<file path="src/rtl/connect4_pkg.sv">
// Shared Connect4 display definitions: colour codes, colour-to-RGB mapping
// and the default board geometry used by the renderer and the VGA timing block.
package connect4_pkg;

  typedef enum logic [1:0] {
    WHITE = 2'd0,
    RED   = 2'd1,
    BLUE  = 2'd2,
    BLACK = 2'd3
  } colour_e;

  localparam int DEF_ROWS   = 6;
  localparam int DEF_COLS   = 7;
  localparam int DEF_CELL_W = 88;
  localparam int DEF_LINE_W = 4;
  localparam int DEF_CELL_H = 76;
  localparam int DEF_TOP_Y  = 28;

  // Packed {r, g, b} for a colour code.
  function automatic logic [23:0] colour_rgb(input colour_e c);
    case (c)
      WHITE:   return 24'hFFFFFF;
      RED:     return 24'hFF0000;
      BLUE:    return 24'h0000FF;
      default: return 24'h000000;
    endcase
  endfunction

endpackage

</file>
<file path="src/rtl/pixel_locator.sv">
// Registered coordinate-to-board mapping: board column/row (with range flags),
// divider flag and cursor-strip flag for one pixel per cycle.
module pixel_locator
  import connect4_pkg::*;
#(
  parameter int ROWS   = DEF_ROWS,
  parameter int COLS   = DEF_COLS,
  parameter int CELL_W = DEF_CELL_W,
  parameter int LINE_W = DEF_LINE_W,
  parameter int CELL_H = DEF_CELL_H,
  parameter int TOP_Y  = DEF_TOP_Y,
  parameter int COL_W  = 3,
  parameter int ROW_W  = 3
) (
  input  logic             clk,
  input  logic             rst,
  input  logic             pix_valid,
  input  logic [9:0]       x,
  input  logic [9:0]       y,
  output logic [COL_W-1:0] col,
  output logic             col_ok,
  output logic [ROW_W-1:0] row,
  output logic             row_ok,
  output logic             divider,
  output logic             strip,
  output logic             vld
);

  localparam int PITCH = CELL_W + LINE_W;

  logic [9:0]       x_div, x_mod, y_off, y_div;
  logic [COL_W-1:0] col_next;
  logic [ROW_W-1:0] row_next;
  logic             col_ok_next, row_ok_next, divider_next, strip_next;

  // Columns count right-to-left and rows bottom-to-top from the x/y division.
  always_comb begin
    x_div        = x / 10'(PITCH);
    x_mod        = x % 10'(PITCH);
    y_off        = y - 10'(TOP_Y);
    y_div        = y_off / 10'(CELL_H);
    col_ok_next  = x_div < 10'(COLS);
    col_next     = COL_W'(COLS - 1) - x_div[COL_W-1:0];
    strip_next   = y < 10'(TOP_Y);
    row_ok_next  = !strip_next && (y_div < 10'(ROWS));
    row_next     = ROW_W'(ROWS - 1) - y_div[ROW_W-1:0];
    divider_next = x_mod >= 10'(CELL_W);
  end

  // Stage 1 register; reset empties the stage.
  always_ff @(posedge clk) begin
    if (rst) begin
      col     <= '0;
      col_ok  <= 1'b0;
      row     <= '0;
      row_ok  <= 1'b0;
      divider <= 1'b0;
      strip   <= 1'b0;
      vld     <= 1'b0;
    end else begin
      col     <= col_next;
      col_ok  <= col_ok_next;
      row     <= row_next;
      row_ok  <= row_ok_next;
      divider <= divider_next;
      strip   <= strip_next;
      vld     <= pix_valid;
    end
  end

endmodule

</file>
<file path="src/rtl/board_pixel_renderer.sv">
// Two-stage Connect4 pixel colour generator: board cells, white dividers,
// cursor strip / winner banner. Optional winning-cell flash is built when
// BOARD_WIN_FLASH_EN is defined.
module board_pixel_renderer
  import connect4_pkg::*;
#(
  parameter int ROWS         = DEF_ROWS,
  parameter int COLS         = DEF_COLS,
  parameter int CELL_W       = DEF_CELL_W,
  parameter int LINE_W       = DEF_LINE_W,
  parameter int CELL_H       = DEF_CELL_H,
  parameter int TOP_Y        = DEF_TOP_Y,
  parameter int BLINK_FRAMES = 30
) (
  input  logic                      clk,
  input  logic                      rst,
  input  logic                      frame_start,
  input  logic                      pix_valid,
  input  logic [9:0]                x,
  input  logic [9:0]                y,
  input  logic [ROWS-1:0][COLS-1:0] tablero,
  input  logic [ROWS-1:0][COLS-1:0] fichas,
  input  logic [ROWS-1:0][COLS-1:0] win_mask,
  input  logic [COLS-1:0]           posicion,
  input  logic                      jugador,
  input  logic                      finJuego,
  output logic                      rgb_valid,
  output logic [7:0]                r,
  output logic [7:0]                g,
  output logic [7:0]                b
);

  localparam int COL_W = (COLS > 1) ? $clog2(COLS) : 1;
  localparam int ROW_W = (ROWS > 1) ? $clog2(ROWS) : 1;

  logic [COL_W-1:0] col_p1;
  logic [ROW_W-1:0] row_p1;
  logic             col_ok_p1, row_ok_p1, divider_p1, strip_p1, vld_p1;

  // ---- stage 1: coordinate mapping ----
  pixel_locator #(
    .ROWS(ROWS), .COLS(COLS), .CELL_W(CELL_W), .LINE_W(LINE_W),
    .CELL_H(CELL_H), .TOP_Y(TOP_Y), .COL_W(COL_W), .ROW_W(ROW_W)
  ) u_locator (
    .clk(clk), .rst(rst), .pix_valid(pix_valid), .x(x), .y(y),
    .col(col_p1), .col_ok(col_ok_p1), .row(row_p1), .row_ok(row_ok_p1),
    .divider(divider_p1), .strip(strip_p1), .vld(vld_p1)
  );

`ifdef BOARD_WIN_FLASH_EN
  localparam int CNT_W = (BLINK_FRAMES > 1) ? $clog2(BLINK_FRAMES) : 1;

  logic [CNT_W-1:0] frame_cnt;
  logic             flash_phase;

  // Flash timer runs only during game over and is held cleared otherwise.
  always_ff @(posedge clk) begin
    if (rst || !finJuego) begin
      frame_cnt   <= '0;
      flash_phase <= 1'b0;
    end else if (frame_start) begin
      if (frame_cnt == CNT_W'(BLINK_FRAMES - 1)) begin
        frame_cnt   <= '0;
        flash_phase <= ~flash_phase;
      end else begin
        frame_cnt <= frame_cnt + 1'b1;
      end
    end
  end
`else
  logic unused_flash;
  assign unused_flash = ^{frame_start, win_mask, 32'(BLINK_FRAMES)};
`endif

  logic      occupied, owner, win_flash, cursor_hit;
  colour_e   colour;
  logic [23:0] rgb_next;

  // ---- stage 2: board lookup and colour priority ----
  // Board arrays are only selected through matched in-range indices, so an
  // out-of-board column/row can never address them.
  always_comb begin
    occupied   = 1'b0;
    owner      = 1'b0;
    win_flash  = 1'b0;
    cursor_hit = 1'b0;
    for (int ci = 0; ci < COLS; ci++) begin
      if (col_ok_p1 && col_p1 == COL_W'(ci)) begin
        cursor_hit = posicion[ci];
        for (int ri = 0; ri < ROWS; ri++) begin
          if (row_ok_p1 && row_p1 == ROW_W'(ri)) begin
            occupied = tablero[ri][ci];
            owner    = fichas[ri][ci];
`ifdef BOARD_WIN_FLASH_EN
            win_flash = finJuego && flash_phase && win_mask[ri][ci];
`endif
          end
        end
      end
    end

    colour = BLACK;
    if (!vld_p1) begin
      colour = BLACK;
    end else if (divider_p1) begin
      colour = WHITE;
    end else if (occupied) begin
      if (win_flash)  colour = WHITE;
      else if (owner) colour = RED;
      else            colour = BLUE;
    end else if (strip_p1 && col_ok_p1 && (finJuego || cursor_hit)) begin
      if (jugador) colour = RED;
      else         colour = BLUE;
    end
    rgb_next = colour_rgb(colour);
  end

  // Output register; reset forces black and invalid.
  always_ff @(posedge clk) begin
    if (rst) begin
      rgb_valid <= 1'b0;
      r         <= 8'h00;
      g         <= 8'h00;
      b         <= 8'h00;
    end else begin
      rgb_valid <= vld_p1;
      r         <= rgb_next[23:16];
      g         <= rgb_next[15:8];
      b         <= rgb_next[7:0];
    end
  end

endmodule

</file>
<file path="config.mk">
export PLATFORM = sky130hd
export DESIGN_NAME = board_pixel_renderer
export DESIGN_NICKNAME = d
export VERILOG_FILES = /design/src/rtl/connect4_pkg.sv /design/src/rtl/pixel_locator.sv /design/src/rtl/board_pixel_renderer.sv
export SDC_FILE = /design/constraint.sdc
export NUM_CORES = 1
export LEC_CHECK = 0
export ABC_CLOCK_PERIOD_IN_PS = 4400
export CELL_PAD_IN_SITES_DETAIL_PLACEMENT = 0
export CELL_PAD_IN_SITES_GLOBAL_PLACEMENT = 1
export CORE_MARGIN = 8
export CORE_UTILIZATION = 25
export CTS_BUF_LIST = sky130_fd_sc_hd__clkbuf_4 sky130_fd_sc_hd__clkbuf_8 sky130_fd_sc_hd__clkbuf_16
export CTS_CLUSTER_DIAMETER = 40
export DETAILED_ROUTE_END_ITERATION = 16
export PLACE_DENSITY = 0.79
export SLEW_MARGIN = 20
export SYNTH_ARGS = -nofsm -noshare
export SYNTH_HDL_FRONTEND = slang
export SYNTH_SLANG_ARGS = --single-unit
</file>
<file path="constraint.sdc">
create_clock -name clk -period 4.4 [get_ports clk]
set_input_delay 0.88 -clock clk [delete_from_list [all_inputs] [get_ports clk]]
set_output_delay 0.88 -clock clk [all_outputs]
set_load 0.05 [all_outputs]
</file>
==> results of run 1 <==
==> cells in the final DEF, fill, tap and decap left out, types with 7 or more instances in the layout <==
cell type,n
a211oi_1,7
a21oi_1,34
a221oi_1,7
buf_4,11
clkdlybuf4s50_1,136
dfxtp_1,15
inv_1,14
mux2i_1,12
nand2_1,41
nand2b_1,8
nand3_1,17
nor2_1,42
nor2b_1,12
nor3_1,15
o211ai_1,10
o21ai_0,21
o22ai_1,10
xnor2_1,8
==> flip-flops by register name, indices dropped and copies added, names as in the netlist <==
register	count
u_locator.divider	1
u_locator.col_ok	1
b	1
u_locator.row	3
r	1
u_locator.strip	1
u_locator.col	3
u_locator.row_ok	1
rgb_valid	1
g	1
u_locator.vld	1
==> kinds of logic (layout without fill, tap and decap cells) <==
| logic type | Yosys count | count (layout) | synth area share [%] |
|---|---|---|---|
| DFF | 15 | 15 | 9.99 |
| AOI/OAI and AO/OA | 156 | 156 | 37.8 |
| buffers and inverters | 59 | 166 | 11.0 |
| adders and majority gates | 4 | 4 | 1.50 |
| muxes | 15 | 15 | 5.12 |
| and+or+nand+nor | 176 | 176 | 30.0 |
| xor gates and xnor gates | 15 | 15 | 4.62 |
==> per-layer routing <==
layer	vias to the layer above	track usage [%]	wire (um)
met4	0	4.30	178
met2	192	25.6	5820
met5	-	0	0
li1	1859	-	-
met3	11	2.28	914
met1	1758	19.3	5620
==> metrics by stage <==
step           power [mW]  std cells  hold WS (ps)
2_1_floorplan       0.532        440           434
6_report            0.913        694           483
4_1_cts             0.915        694           502
5_1_grt             0.978        694           532
3_5_place_dp        0.730        690           490
3_3_place_gp        0.726        690           496
==> power groups by stage <==
stage	Combinational (mW)	Sequential [mW]	Clock (mW)
after floorplan	0.364	0.167	0
after global placement	0.528	0.198	0
after detailed placement	0.531	0.199	0
after CTS	0.535	0.196	0.184
after global routing	0.586	0.201	0.191
final	0.537	0.196	0.179
==> critical path, stage by stage <==
cell,delay [ps]
clkdlybuf4s50_1,630
and4b_1,280
a2111oi_4,480
o21ai_2,130
a22oi_1,230
o21ai_2,140
a21oi_4,200
inv_2,90
maj3_1,350
nor3_1,200
o31ai_2,100
ha_1,220
xor2_1,160
nor2_1,120
==> final timing paths <==
| path | startpoint | to | slack (ps) |
|---|---|---|---|
| worst max register to register | u_locator.row[2] | b[6] | 860 |
| worst min register to register | u_locator.vld | rgb_valid | 480 |
| worst min-delay path | u_locator.vld | rgb_valid | 480 |
| worst max-delay path | x[8] | u_locator.col[2] | 350 |
==> cell type report <==
type	instances	area, um2
Clock buffer	4	82.6
Fill cell	1286	7420
Inverter	15	56.3
Multi-Input combinational cell	366	2370
Sequential cell	15	300
Tap cell	147	184
Timing Repair Buffer	147	1440
==> Yosys cell counts (all sizes together) (7+ instances only) <==
cell    count  area (um2)
nand2      41         154
nand2b      8        50.1
dfxtp      15         300
inv        15        56.3
nor2b      12        75.1
a211oi      7        52.6
xnor2       9        86.3
nor2       44         170
nor3       15        75.1
o21ai      27         146
a21oi      35         186
o31ai       7        57.6
nand3      18        95.1
a221oi      7        61.3
o22ai      10        62.6
clkbuf      8        30.0
mux2i      12         120
buf        36         245
o211ai     10        75.1
==> out/qor.csv, run 1 <==
metric,value,unit
grt ovf,0,
crit end category,register,
sw power,0.377,mW
vias per cell,5.50,
Gate power share,58.8,%
Switching Share,41.2,%
CP arrival,4220,ps
initial DRC count,488,
mapped cell area,3010,um2
fin crit period,4050,ps
internal power,0.537,mW
post-CTS setup buffer count,0,
largest net degree at the start of global routing,25,
Layout Area Growth over Synthesis,47.8,%
first-pass GRT wire length,19.8,mm
CTS Buffer Depth,2,
yosys warns,0,
Die Span Y,126,um
post-route cell area,4440,um2
routability cong.,0.944,
Clock power frac,19.6,%
Die Width,126,um
sequential area share after synthesis,9.99,%
Hold Path Cell Cnt,2,
Remaining DRCs,0,
clk slew on worst S/H paths,50,ps
initial antenna violation count,0,
Syn Nets,601,
Final Util,37.4,%
Port Buffers,136,
post-DP HPWL,10.2,mm
syn avg cell area,6.83,um2
cts hold-fix bufs,0,
Max Fclk,0.247,GHz
Fin. Hold Viols,0,
Finish-stage setup viols,0,
worst slew margin relative to its limit,46.8,%
status,"finished, final reports clean",
Die Area,15800,um2
1st-pass router iterations,5,
crit path kind,input pin to register,
Clock Tree Root,clkbuf_16,
"Clk Latency, worst-skew pair",240,ps
Peak VDD IR,0.0000688,V
Sink Count,15,
cell count after synthesis,440,
period utilisation layout,92.0,%
RSZ-0062 raised after global routing,false,
Pwr Density,206,nW/um2
Layout Skew,3.46,ps
number of synthesized flops with an enable pin,0,
crit path max fanout,7,
CTS resizes,0,
Pins Over Slew Limit,0,
CTS tree,done,
Ports,184,
Yosys cell types,81,
layout cell share with drive strength beyond 1,7.68,%
DR vias,3820,
Most used DFF post-synth,dfxtp_1,
sequential power share,21.5,%
cts bufs inserted,3,
antenna-violating nets left,0,
vias in the first global route,3675,
startpoint types,input pin,
Hold Path Class,register to register,
area of the core,11900,um2
row count,40,
H-tree Lvls,1,
Worst R2R Path Depth,9,
routed wire length per instance,18.1,um
setup slack after layout,351,ps
ys async rst share,0,%
final wirelength,12.5,mm
area of placed instances,4360,um2
setup TNS,0,ps
maxcap violations,0,
nets,709,
Worst EP required,4580,ps
initial core utilization,25.3,%
#FFs+latches synth,15,
pre-CTS WS,106,ps
Tightest Pin Transition,796,ps
Tot GR Track Use,15.1,%
Leak,1.56,nW
ANT cells,0,
(Power assumes the default switching activity.)
==> run 2: changes to the inputs <==
CORE_UTILIZATION = 28   (was 25)
PLACE_DENSITY = 0.81   (was 0.79)
SYNTH_HIERARCHICAL = 1   (was default)
==> run 2 against run 1 <==
Net effect: critical endpoint is now u_locator/col_ok; core utilization increased by 3.3 points; clock skew rose by 0.62 ps; worst setup slack worse by 110 ps; first-iteration DRC count is 19% lower; non-clock buffer count is 10 higher; routed wire length increased by 2.3%; final cell count up 3.5%; design area increased by 9.7%.
==> out/qor.csv, run 2 <==
metric,value,unit,change
biggest regs,"u_locator/col: 3 flops, u_locator/row: 3 flops",,"was u_locator.col: 3 flops, u_locator.row: 3 flops"
vias in the first global route,3811,,was 3675
CTS Buffer Depth,2,,unchanged
R2R setup slack,1450,ps,was 860 ps
syn avg cell area,7.41,um2,was 6.83 um2
Max Fclk,0.241,GHz,was 0.247 GHz
"commonest non-fill, non-tap cells in the layout","clkdlybuf4s50_1 (138), nand2_1 (37), nor2_1 (33), a21oi_1 (22)",,"was clkdlybuf4s50_1 (136), nor2_1 (42), nand2_1 (41), a21oi_1 (34), o21ai_0 (21)"
layout cell share with drive strength beyond 1,10.2,%,was 7.68%
DR vias,3993,,was 3820
ANT cells,0,,unchanged
simple-gate share of the synthesized area,29.1,%,was 30.0%
post-CTS setup buffer count,0,,unchanged
initial antenna violation count,0,,unchanged
grt met3 use,2.43,%,was 2.28%
Ports,184,,unchanged
met2 GRT Util,26.3,%,was 25.6%
cts bufs inserted,3,,unchanged
Finish-stage setup viols,0,,unchanged
number of fillers in the final layout,1222,,was 1286
CTS resizes,0,,unchanged
maxcap violations,0,,unchanged
grt ovf,0,,unchanged
met1 usage,18.1,%,was 19.3%
1st-pass router iterations,5,,unchanged
cell count after synthesis,462,,was 440
vias per cell,5.56,,was 5.50
grt peak-use layer,met2,,unchanged
Yosys cell types,88,,was 81
Worst EP required,4540,ps,was 4580 ps
initial DRC count,395,,was 488
Remaining DRCs,0,,unchanged
Fin. Hold Viols,0,,unchanged
Hold Path Class,register to register,,unchanged
Reg-to-Reg Start,u_locator/row[1],,was u_locator.row[2]
yosys warns,6,,was 0
first-pass GRT wire length,19.9,mm,was 19.8 mm
Layout Skew,4.08,ps,was 3.46 ps
setup TNS,0,ps,unchanged
Layout Area Growth over Synthesis,42.4,%,was 47.8%
Critical Path Source,x[7],,was x[8]
cell taking the most area after synthesis,dfxtp_1,,unchanged
area of the core,12000,um2,was 11900 um2
Slowest Stage Delay on Critical Path,590,ps,was 630 ps
cts hold-fix bufs,0,,unchanged
Tot GR Track Use,14.8,%,was 15.1%
crit path max fanout,10,,was 7
CTS tree,done,,unchanged
total chip power,1.06,mW,was 0.913 mW
H-tree Lvls,1,,unchanged
Pwr Density,217,nW/um2,was 206 nW/um2
sequential area share after synthesis,8.78,%,was 9.99%
final wirelength,12.8,mm,was 12.5 mm
Worst R2R Path Depth,7,,was 9
Tightest Pin Transition,864,ps,was 796 ps
Die Span Y,127,um,was 126 um
top post-synthesis cells by area,"dfxtp_1 (8.8%), mux2i_1 (5.9%), buf_4 (5.7%)",,"was dfxtp_1 (10%), buf_4 (6.0%), a21oi_1 (5.7%)"
startpoint types,input pin,,unchanged
Clock Tree Root,clkbuf_16,,unchanged
row count,40,,unchanged
Port Buffers,138,,was 136
Sink Count,15,,unchanged
Most used DFF post-synth,dfxtp_1,,unchanged
routed wire length per instance,17.8,um,was 18.1 um
post-DP HPWL,10.5,mm,was 10.2 mm
post-synthesis mux area share,9.80,%,was 5.12%
multi-input logic area,2720,um2,was 2370 um2
clk slew on worst S/H paths,50,ps,about the same
xor and xnor area share after synthesis,4.28,%,was 4.62%
antenna-violating nets left,0,,unchanged
number of synthesized flops with an enable pin,0,,unchanged
period utilisation layout,94.5,%,was 92.0%
"Clk Latency, worst-skew pair",240,ps,about the same
Die Width,127,um,was 126 um
crit path kind,input pin to register,,unchanged
"count leader, synth",nand2_1,,was nor2_1
Register Area,302,um2,was 300 um2
Pins Over Slew Limit,0,,unchanged
Setup crit end,u_locator/col_ok,,was u_locator.col[2]
Peak VDD IR,0.000105,V,was 0.0000688 V
Compound-Gate Fraction of Synth Area,34.4,%,was 37.8%
top cell type's share of synthesized area,8.78,%,was 9.99%
ys async rst share,0,%,unchanged
top post-synthesis cells by count,"nand2_1 (37), nor2_1 (33), buf_4 (26)",,"was nor2_1 (42), nand2_1 (41), a21oi_1 (34)"
Leak,1.74,nW,was 1.56 nW
nets,734,,was 709
RSZ-0062 raised after global routing,false,,unchanged
fin crit period,4160,ps,was 4050 ps
#FFs+latches synth,15,,unchanged
largest net degree at the start of global routing,32,,was 25
Die Area,16000,um2,was 15800 um2
main combinational cell family by area after synthesis,compound AO/OA/AOI/OAI gates,,unchanged
routability cong.,0.893,,was 0.944
status,"finished, final reports clean",,unchanged
reg2reg end,b[6],,unchanged
"commonest non-fill, non-tap cell in the layout",clkdlybuf4s50_1,,unchanged
CP arrival,4300,ps,was 4220 ps
hold slack,483,ps,about the same
mapped cell area,3420,um2,was 3010 um2
"critical path, cell by cell",clkdlybuf4s50_1 > a31oi_1 > o2bb2ai_2 > xor2_1 > and3_1 > o21bai_1 > and2_1 > inv_2 > maj3_1 > nor3_1 > o21ai_0 > ha_1 > a221oi_1,,was clkdlybuf4s50_1 > and4b_1 > a2111oi_4 > o21ai_2 > a22oi_1 > o21ai_2 > a21oi_4 > inv_2 > maj3_1 > nor3_1 > o31ai_2 > ha_1 > xor2_1 > nor2_1
Adder-Cell Fraction of Synth Area,1.97,%,was 1.50%
Syn Nets,624,,was 601
worst slew margin relative to its limit,42.3,%,was 46.8%
crit end category,register,,unchanged
CP max-delay cell,clkdlybuf4s50_1,,unchanged
initial core utilization,28.6,%,was 25.3%
run 2: cells by family after synthesis:
kind of cell / count (synthesis)
AO/OA/AOI/OAI: 149
XOR/XNOR: 15
adder cells (fa/ha/maj): 6
buffers and inverters: 68
flip-flops: 15
multiplexers: 29
AND/OR/NAND/NOR: 180
run 2: power breakdown:
group	internal (mW)	switching (mW)
sequential	0.153	0.0667
clock	0.128	0.0512
combinational	0.331	0.324
run 2: layout make-up:
type / count / area share [%]
well taps: 147 / 3.77
inverters: 16 / 1.23
flip-flops and latches: 15 / 6.19
multi-input cells: 379 / 55.8
repair buffers: 157 / 31.3
clock buffers: 4 / 1.69
run 2: metrics by stage:
step                cell area, um2  util (%)  std cells  setup WS (ps)
detailed placement            4790      40.1        714            109
floorplan                     3420         -        462            800
CTS                           4870      40.7        718            352
global placement              4790      40.1        714            187
finish                        4870      40.7        718            243
global route                  4870      40.7        718           75.0
run 2: critical path, delay by kind of cell:
family / cells / cell delay [ps]
compound gates: 5 / 1280
xor+xnor: 1 / 220
fa+ha+maj: 2 / 580
buf+inv: 2 / 660
simple gates: 3 / 660
run 2: how the worst min path moves through the flow:
stage	slack, ps	cells after the start	start	endpoint
final	480	1	u_locator/divider	b[6]
after global routing	500	1	u_locator/vld	rgb_valid
after CTS	490	1	u_locator/vld	rgb_valid
after detailed placement	480	1	u_locator/divider	b[6]
after global placement	470	2	u_locator/divider	g[6]
after floorplan	450	2	u_locator/divider	g[6]
run 2: routing by layer:
metal / wire length, um / share of wire [%]
met5: 0 / 0
met4: 186 / 1.5
met2: 6090 / 47
met1: 5630 / 44
met3: 913 / 7.1
==> variant 1: new RTL, flow settings as in run 2 <==
Change the package constant `DEF_ROWS` from 6 to 3.
--- a/src/rtl/connect4_pkg.sv
+++ b/src/rtl/connect4_pkg.sv
@@ -9,7 +9,7 @@
     BLACK = 2'd3
   } colour_e;
 
-  localparam int DEF_ROWS   = 6;
+  localparam int DEF_ROWS   = 3;
   localparam int DEF_COLS   = 7;
   localparam int DEF_CELL_W = 88;
   localparam int DEF_LINE_W = 4;
Interface: changed (resized fichas, tablero and win_mask); port bits go from 184 to 121. No check against the original RTL was run, so the function may have changed too.
==> variant 1 against run 2 <==
Worst setup slack better by 0.080 ns. Hold slack is essentially flat. Sequential share of layout area is 0.93 points higher. Synthesized area is 17% lower. Routed wire length down 26%. Sequential cell count is 1 lower. Power down 25%. Die area down 15%. Utilization is 0.64 points lower. Cell count is 15% lower. Clock power is 32% lower. Synthesized cell count is 14% lower. Design area decreased by 19%. Largest cell class unchanged. Highest routed layer unchanged.
==> variant 1: results (changes against run 2) <==
[worst_setup_path] flop-to-flop setup slack 1.88 ns [was 1.45 ns]
[placement] final RePlAce weighted congestion 0.860 [was 0.893]
[route] Via Count 3288 [was 3993]
[power] Peak VDD IR 103 uV [was 105 uV]
[synth] Yosys warning count 6 [unchanged]
[placement] DPL Wire Length 7780 um [was 10500 um]
[worst_setup_path] cell type of the slowest stage on the worst timing path o311ai_0 [was clkdlybuf4s50_1]
[synth] portion of the post-synthesis area used by sequential elements 9.88% [was 8.78%]
[final_layout] registers with the most flip-flops u_locator/col: 3 flops, u_locator/row: 2 flops [was u_locator/col: 3 flops, u_locator/row: 3 flops]
[synth] multiplexer share of the synthesized area 5.47% [was 9.80%]
[min_path] worst min-delay path endpoint rgb_valid [was b[6]]
[synth] Area contributors post-synth dfxtp_1, buf_4, nor2_1 [was dfxtp_1, mux2i_1, buf_4]
[worst_setup_path] critical path launch point y[3] [was x[7]]
[global_route] Global Route met3 Usage 2.28% [was 2.43%]
[placement] number of port buffers 96 [was 138]
[worst_setup_path] count of cells along the worst register-to-register path 6 [was 7]
[synth] synthesized netlist net count 498 [was 624]
[worst_setup_path] reg2reg end r[6] [was b[6]]
[min_path] Worst Min Path Start u_locator/vld [was u_locator/divider]
[synth] most frequent cells after synthesis nor2_1, nand2_1, a21oi_1, buf_4, nand3_1 [was nand2_1, nor2_1, buf_4, a21oi_1]
[synth] xor/xnor share of the synthesized area 3.97% [was 4.28%]
[final_layout] diode insertion count for antenna repair 0 [unchanged]
[timing] Clock Skews 0.00557 ns [was 0.00408 ns]
[min_path] hold path depth 2 [was 1]
[global_route] via count of the first global-routing pass 3114 [was 3811]
[synth] Post-Synth Adder-Cell Area 1.76% [was 1.97%]
[final_layout] fill count 1049 [was 1222]
[timing] worst hold slack 0.482 ns [was 0.483 ns]
[worst_setup_path] data arrival time at the worst-slack endpoint 4.26 ns [was 4.30 ns]
[worst_setup_path] biggest fanout along the worst timing path 6 [was 10]
[placement] worst setup slack before clock tree synthesis 0.0179 ns [was 0.109 ns]
[final_layout] layout cell share with drive strength beyond 1 12.1% [was 10.2%]
[timing] relative slew slack 37.6% [was 42.3%]
[clock_tree] buffer type at the clock tree root clkbuf_8 [was clkbuf_16]
[timing] Tcrit/Tclk final 92.7% [was 94.5%]
[global_route] Global Route met1 Usage 17.6% [was 18.1%]
[final_layout] final-stage net count 580 [was 734]
[worst_setup_path] Critical Path Sink u_locator/row_ok [was u_locator/col_ok]
[route] initial detailed-routing violation count 240 [was 395]
[route] WL met1 4390 um [was 5630 um]
[global_route] maximum number of pins on one net before global-route repair 25 [was 32]
[route] routed wire length on met3 841 um [was 913 um]
[global_route] first-pass GRT wire length 15500 um [was 19900 um]
[route] length of the first detailed-routing pass in iterations 4 [was 5]
[status] outcome complete, no violations [unchanged]
[global_route] GR Util All Layers 13.6% [was 14.8%]
[placement] instance count after placement with tap cells included 608 [was 714]
[global_route] met2 global-route usage 23.1% [was 26.3%]
[worst_setup_path] largest stage delay on the critical path 0.46 ns [was 0.59 ns]
[synth] compound-cell area share of the yosys netlist 37.6% [was 34.4%]
## variant 1: layout make-up
cell class	count	area (sq um)	share of cell area, %
clock buffer	4	55.1	1.40
inverter	11	41.3	1.05
multi-input combinational	323	2200	55.9
sequential	14	280	7.12
tap	133	166	4.23
timing repair buffer	127	1190	30.3
## variant 1: cells by family (layout without fill, tap and decap cells)
| kind of cell | Yosys count | after routing |
|---|---|---|
| XOR/XNOR | 12 | 12 |
| flip-flops | 14 | 14 |
| AND/OR/NAND/NOR | 150 | 150 |
| adder cells (fa/ha/maj) | 4 | 4 |
| buffers and inverters | 61 | 142 |
| multiplexers | 14 | 14 |
| AO/OA/AOI/OAI | 143 | 143 |
## variant 1: timing repair
action / in CTS / in global routing
setup endpoints to repair: 0 / 1
setup buffers: 0 / 0
endpoints found under the hold margin: 0 / 0
gates resized for setup: 0 / 1
## variant 1: power by group
part           switching [mW]  total [mW]  internal, mW
Combinational           0.229       0.467         0.238
Sequential             0.0614       0.203         0.142
Clock                  0.0426       0.122        0.0791
==> variant 2: new RTL, flow settings as in run 2 <==
Made on the original files. Put one more register stage on the output `r`, with the module's reset. The value now appears one clock later. The other outputs are not delayed to match.
--- a/src/rtl/board_pixel_renderer.sv
+++ b/src/rtl/board_pixel_renderer.sv
@@ -32,6 +32,8 @@
 
   localparam int COL_W = (COLS > 1) ? $clog2(COLS) : 1;
   localparam int ROW_W = (ROWS > 1) ? $clog2(ROWS) : 1;
+
+  logic [7:0] r_s0;
 
   logic [COL_W-1:0] col_p1;
   logic [ROW_W-1:0] row_p1;
@@ -119,16 +121,24 @@
   always_ff @(posedge clk) begin
     if (rst) begin
       rgb_valid <= 1'b0;
-      r         <= 8'h00;
+      r_s0      <= 8'h00;
       g         <= 8'h00;
       b         <= 8'h00;
     end else begin
       rgb_valid <= vld_p1;
-      r         <= rgb_next[23:16];
+      r_s0      <= rgb_next[23:16];
       g         <= rgb_next[15:8];
       b         <= rgb_next[7:0];
     end
   end
 
+  always_ff @(posedge clk) begin
+    if (rst) begin
+      r <= '0;
+    end else begin
+      r <= r_s0;
+    end
+  end
+
 endmodule
 
Check against the original RTL: not equivalent (Yosys sat finds a counterexample within 4 cycles, from zero or initial values and one cycle with rst high).
==> variant 2 against run 2 <==
Critical path depth fell by 2. Routed wire length decreased by 0.41%. Design area increased by 2.3%. Synthesized area is 1.3% higher. Sequential share of layout area increased by 0.26 points. Sequential cell count grew 1. Combinational power down 2%. Power up 0.38%. Worst setup slack better by 0.18 ns. Maximum frequency is 4.6% higher. Largest cell class unchanged.
==> variant 2: results (changes against run 2) <==
[status] outcome complete, no violations [unchanged]
[worst_setup_path] biggest fanout along the worst timing path 5 [was 10]
[synth] synthesized netlist net count 620 [was 624]
[route] initial detailed-routing violation count 335 [was 395]
[timing] number of endpoints failing setup at the final stage 0 [unchanged]
[global_route] GR Util All Layers 14.8% [about the same]
[worst_setup_path] cell type of the slowest stage on the worst timing path o31ai_1 [was clkdlybuf4s50_1]
[synth] Area contributors post-synth dfxtp_1, buf_4, mux2i_1 [was dfxtp_1, mux2i_1, buf_4]
[final_layout] layout cell share with drive strength beyond 1 11.0% [was 10.2%]
[placement] Post-DP Area 4900 sq um [was 4790 sq um]
[placement] worst setup slack before clock tree synthesis 0.182 ns [was 0.109 ns]
[placement] DPL Wire Length 10500 um [about the same]
[synth] most frequently used flop master after synthesis dfxtp_1 [unchanged]
[route] average wire length per cell after detail routing 17.2 um [was 17.8 um]
[power] leakage dissipation 1.78 nW [was 1.74 nW]
[final_layout] registers with the most flip-flops u_locator/col: 3 flops, u_locator/row: 3 flops [unchanged]
[clock_tree] clock edge transition at the registers on the reported setup and hold paths 0.05 ns [about the same]
[placement] final RePlAce weighted congestion 0.882 [was 0.893]
[min_path] worst hold-check path type reg -> reg [unchanged]
[synth] Unique masters post-synth 88 [unchanged]
[clock_tree] post-CTS resize count 0 [unchanged]
[clock_tree] setup repair bufs after CTS 0 [unchanged]
[clock_tree] buffer type at the clock tree root clkbuf_16 [unchanged]
[global_route] maximum number of pins on one net before global-route repair 28 [was 32]
[synth] Yosys warning count 6 [unchanged]
[clock_tree] Clock Latency Late Sink 0.24 ns [about the same]
[clock_tree] TritonCTS Buffers 3 [unchanged]
[run] number of maximum-capacitance constraint violations 0 [unchanged]
[final_layout] number of standard cells in the layout, taps in and fillers out 741 [was 718]
[synth] Synth Instances 458 [was 462]
[worst_setup_path] data arrival time at the worst-slack endpoint 4.15 ns [was 4.30 ns]
[global_route] first-pass GRT wire length 20100 um [was 19900 um]
[clock_tree] Max Root-Sink Buffers 2 [unchanged]
[global_route] via count of the first global-routing pass 3993 [was 3811]
[clock_tree] number of H-tree levels 1 [unchanged]
[power] Peak VDD IR 136 uV [was 105 uV]
[synth] most frequent cells after synthesis nand2_1, nor2_1, a21oi_1, buf_4, nand3_1 [was nand2_1, nor2_1, buf_4, a21oi_1]
[synth] portion of the post-synthesis area used by sequential elements 9.24% [was 8.78%]
[worst_setup_path] largest stage delay on the critical path 0.60 ns
[timing] relative slew slack 39.6% [was 42.3%]
[route] length of the first detailed-routing pass in iterations 5 [unchanged]
[synth] proportion of synthesized flip-flops having asynchronous set or reset 0% [unchanged]
[timing] Clock Skews 0.00169 ns [was 0.00408 ns]
[placement] number of port buffers 138 [unchanged]
[route] detail-routed via count per cell 5.39 [was 5.56]
-- variant 2: cell count changes in the layout (fill, tap and decap cells not counted), moves of 5 or more --
| cell | before | now |
|---|---|---|
| nor2_1 | 33 | 27 |
| inv_1 | 15 | 10 |
| a211oi_1 | 9 | 4 |
| nor3_1 | 19 | 14 |
| buf_4 | 19 | 26 |
| nand3_1 | 15 | 21 |
-- variant 2: worst reg2reg max path: stages (launching register included) --
cell      delay [ns]
dfxtp_1         0.66
buf_4           0.37
nor2b_1         0.41
a32o_1          0.22
a22oi_1         0.11
o311a_1         0.39
a221oi_1        0.29
a311oi_1        0.13
a211o_1         0.27
-- variant 2: where the power goes --
group / total (mW) / switching (mW) / internal (mW)
logic: 0.645 / 0.322 / 0.323
registers: 0.226 / 0.0635 / 0.163
clock network: 0.189 / 0.0512 / 0.138
-- variant 2: path summary, 6_finish.rpt --
kind,slack [ns],cells after the start,to,from
setup reg to reg,1.43,8,b[6],u_locator/row[1]
setup / recovery,0.43,11,u_locator/row[2],y[2]
hold reg to reg,0.44,1,r[6],r_s0[6]
hold / removal,0.44,1,r[6],r_s0[6]
-- variant 2: stage by stage --
stage | total power, mW | hold WS, ns
after floorplan | 0.661 | 0.414
after global placement | 0.860 | 0.441
after detailed placement | 0.869 | 0.438
after CTS | 1.06 | 0.447
after global routing | 1.13 | 0.481
final | 1.06 | 0.442
-- variant 2: cell type report --
| cell class | count | area (sq um) |
|---|---|---|
| Clock buffer | 4 | 88.8 |
| Fill cell | 1237 | 7080 |
| Inverter | 11 | 41.3 |
| Multi-Input combinational cell | 378 | 2750 |
| Sequential cell | 16 | 322 |
| Tap cell | 168 | 210 |
| Timing Repair Buffer | 164 | 1580 |
-- variant 2: cells by family (layout without fill, tap and decap cells) --
kind of cell | Yosys count | in the layout | share of synthesized area (%)
simple gates | 181 | 181 | 30.9
compound gates | 153 | 153 | 34.5
mux | 23 | 23 | 7.65
fa+ha+maj | 6 | 6 | 1.95
xor+xnor | 15 | 15 | 4.22
flops | 16 | 16 | 9.24
buf+inv | 64 | 179 | 11.5
-- variant 2: routing by layer --
metal	part of all wire, %	up-vias	GRT usage (%)
met1	42	1877	17.1
met4	1.3	0	3.36
met5	0	-	0
li1	-	1977	-
met3	5.9	15	2.12
met2	50	126	28.0
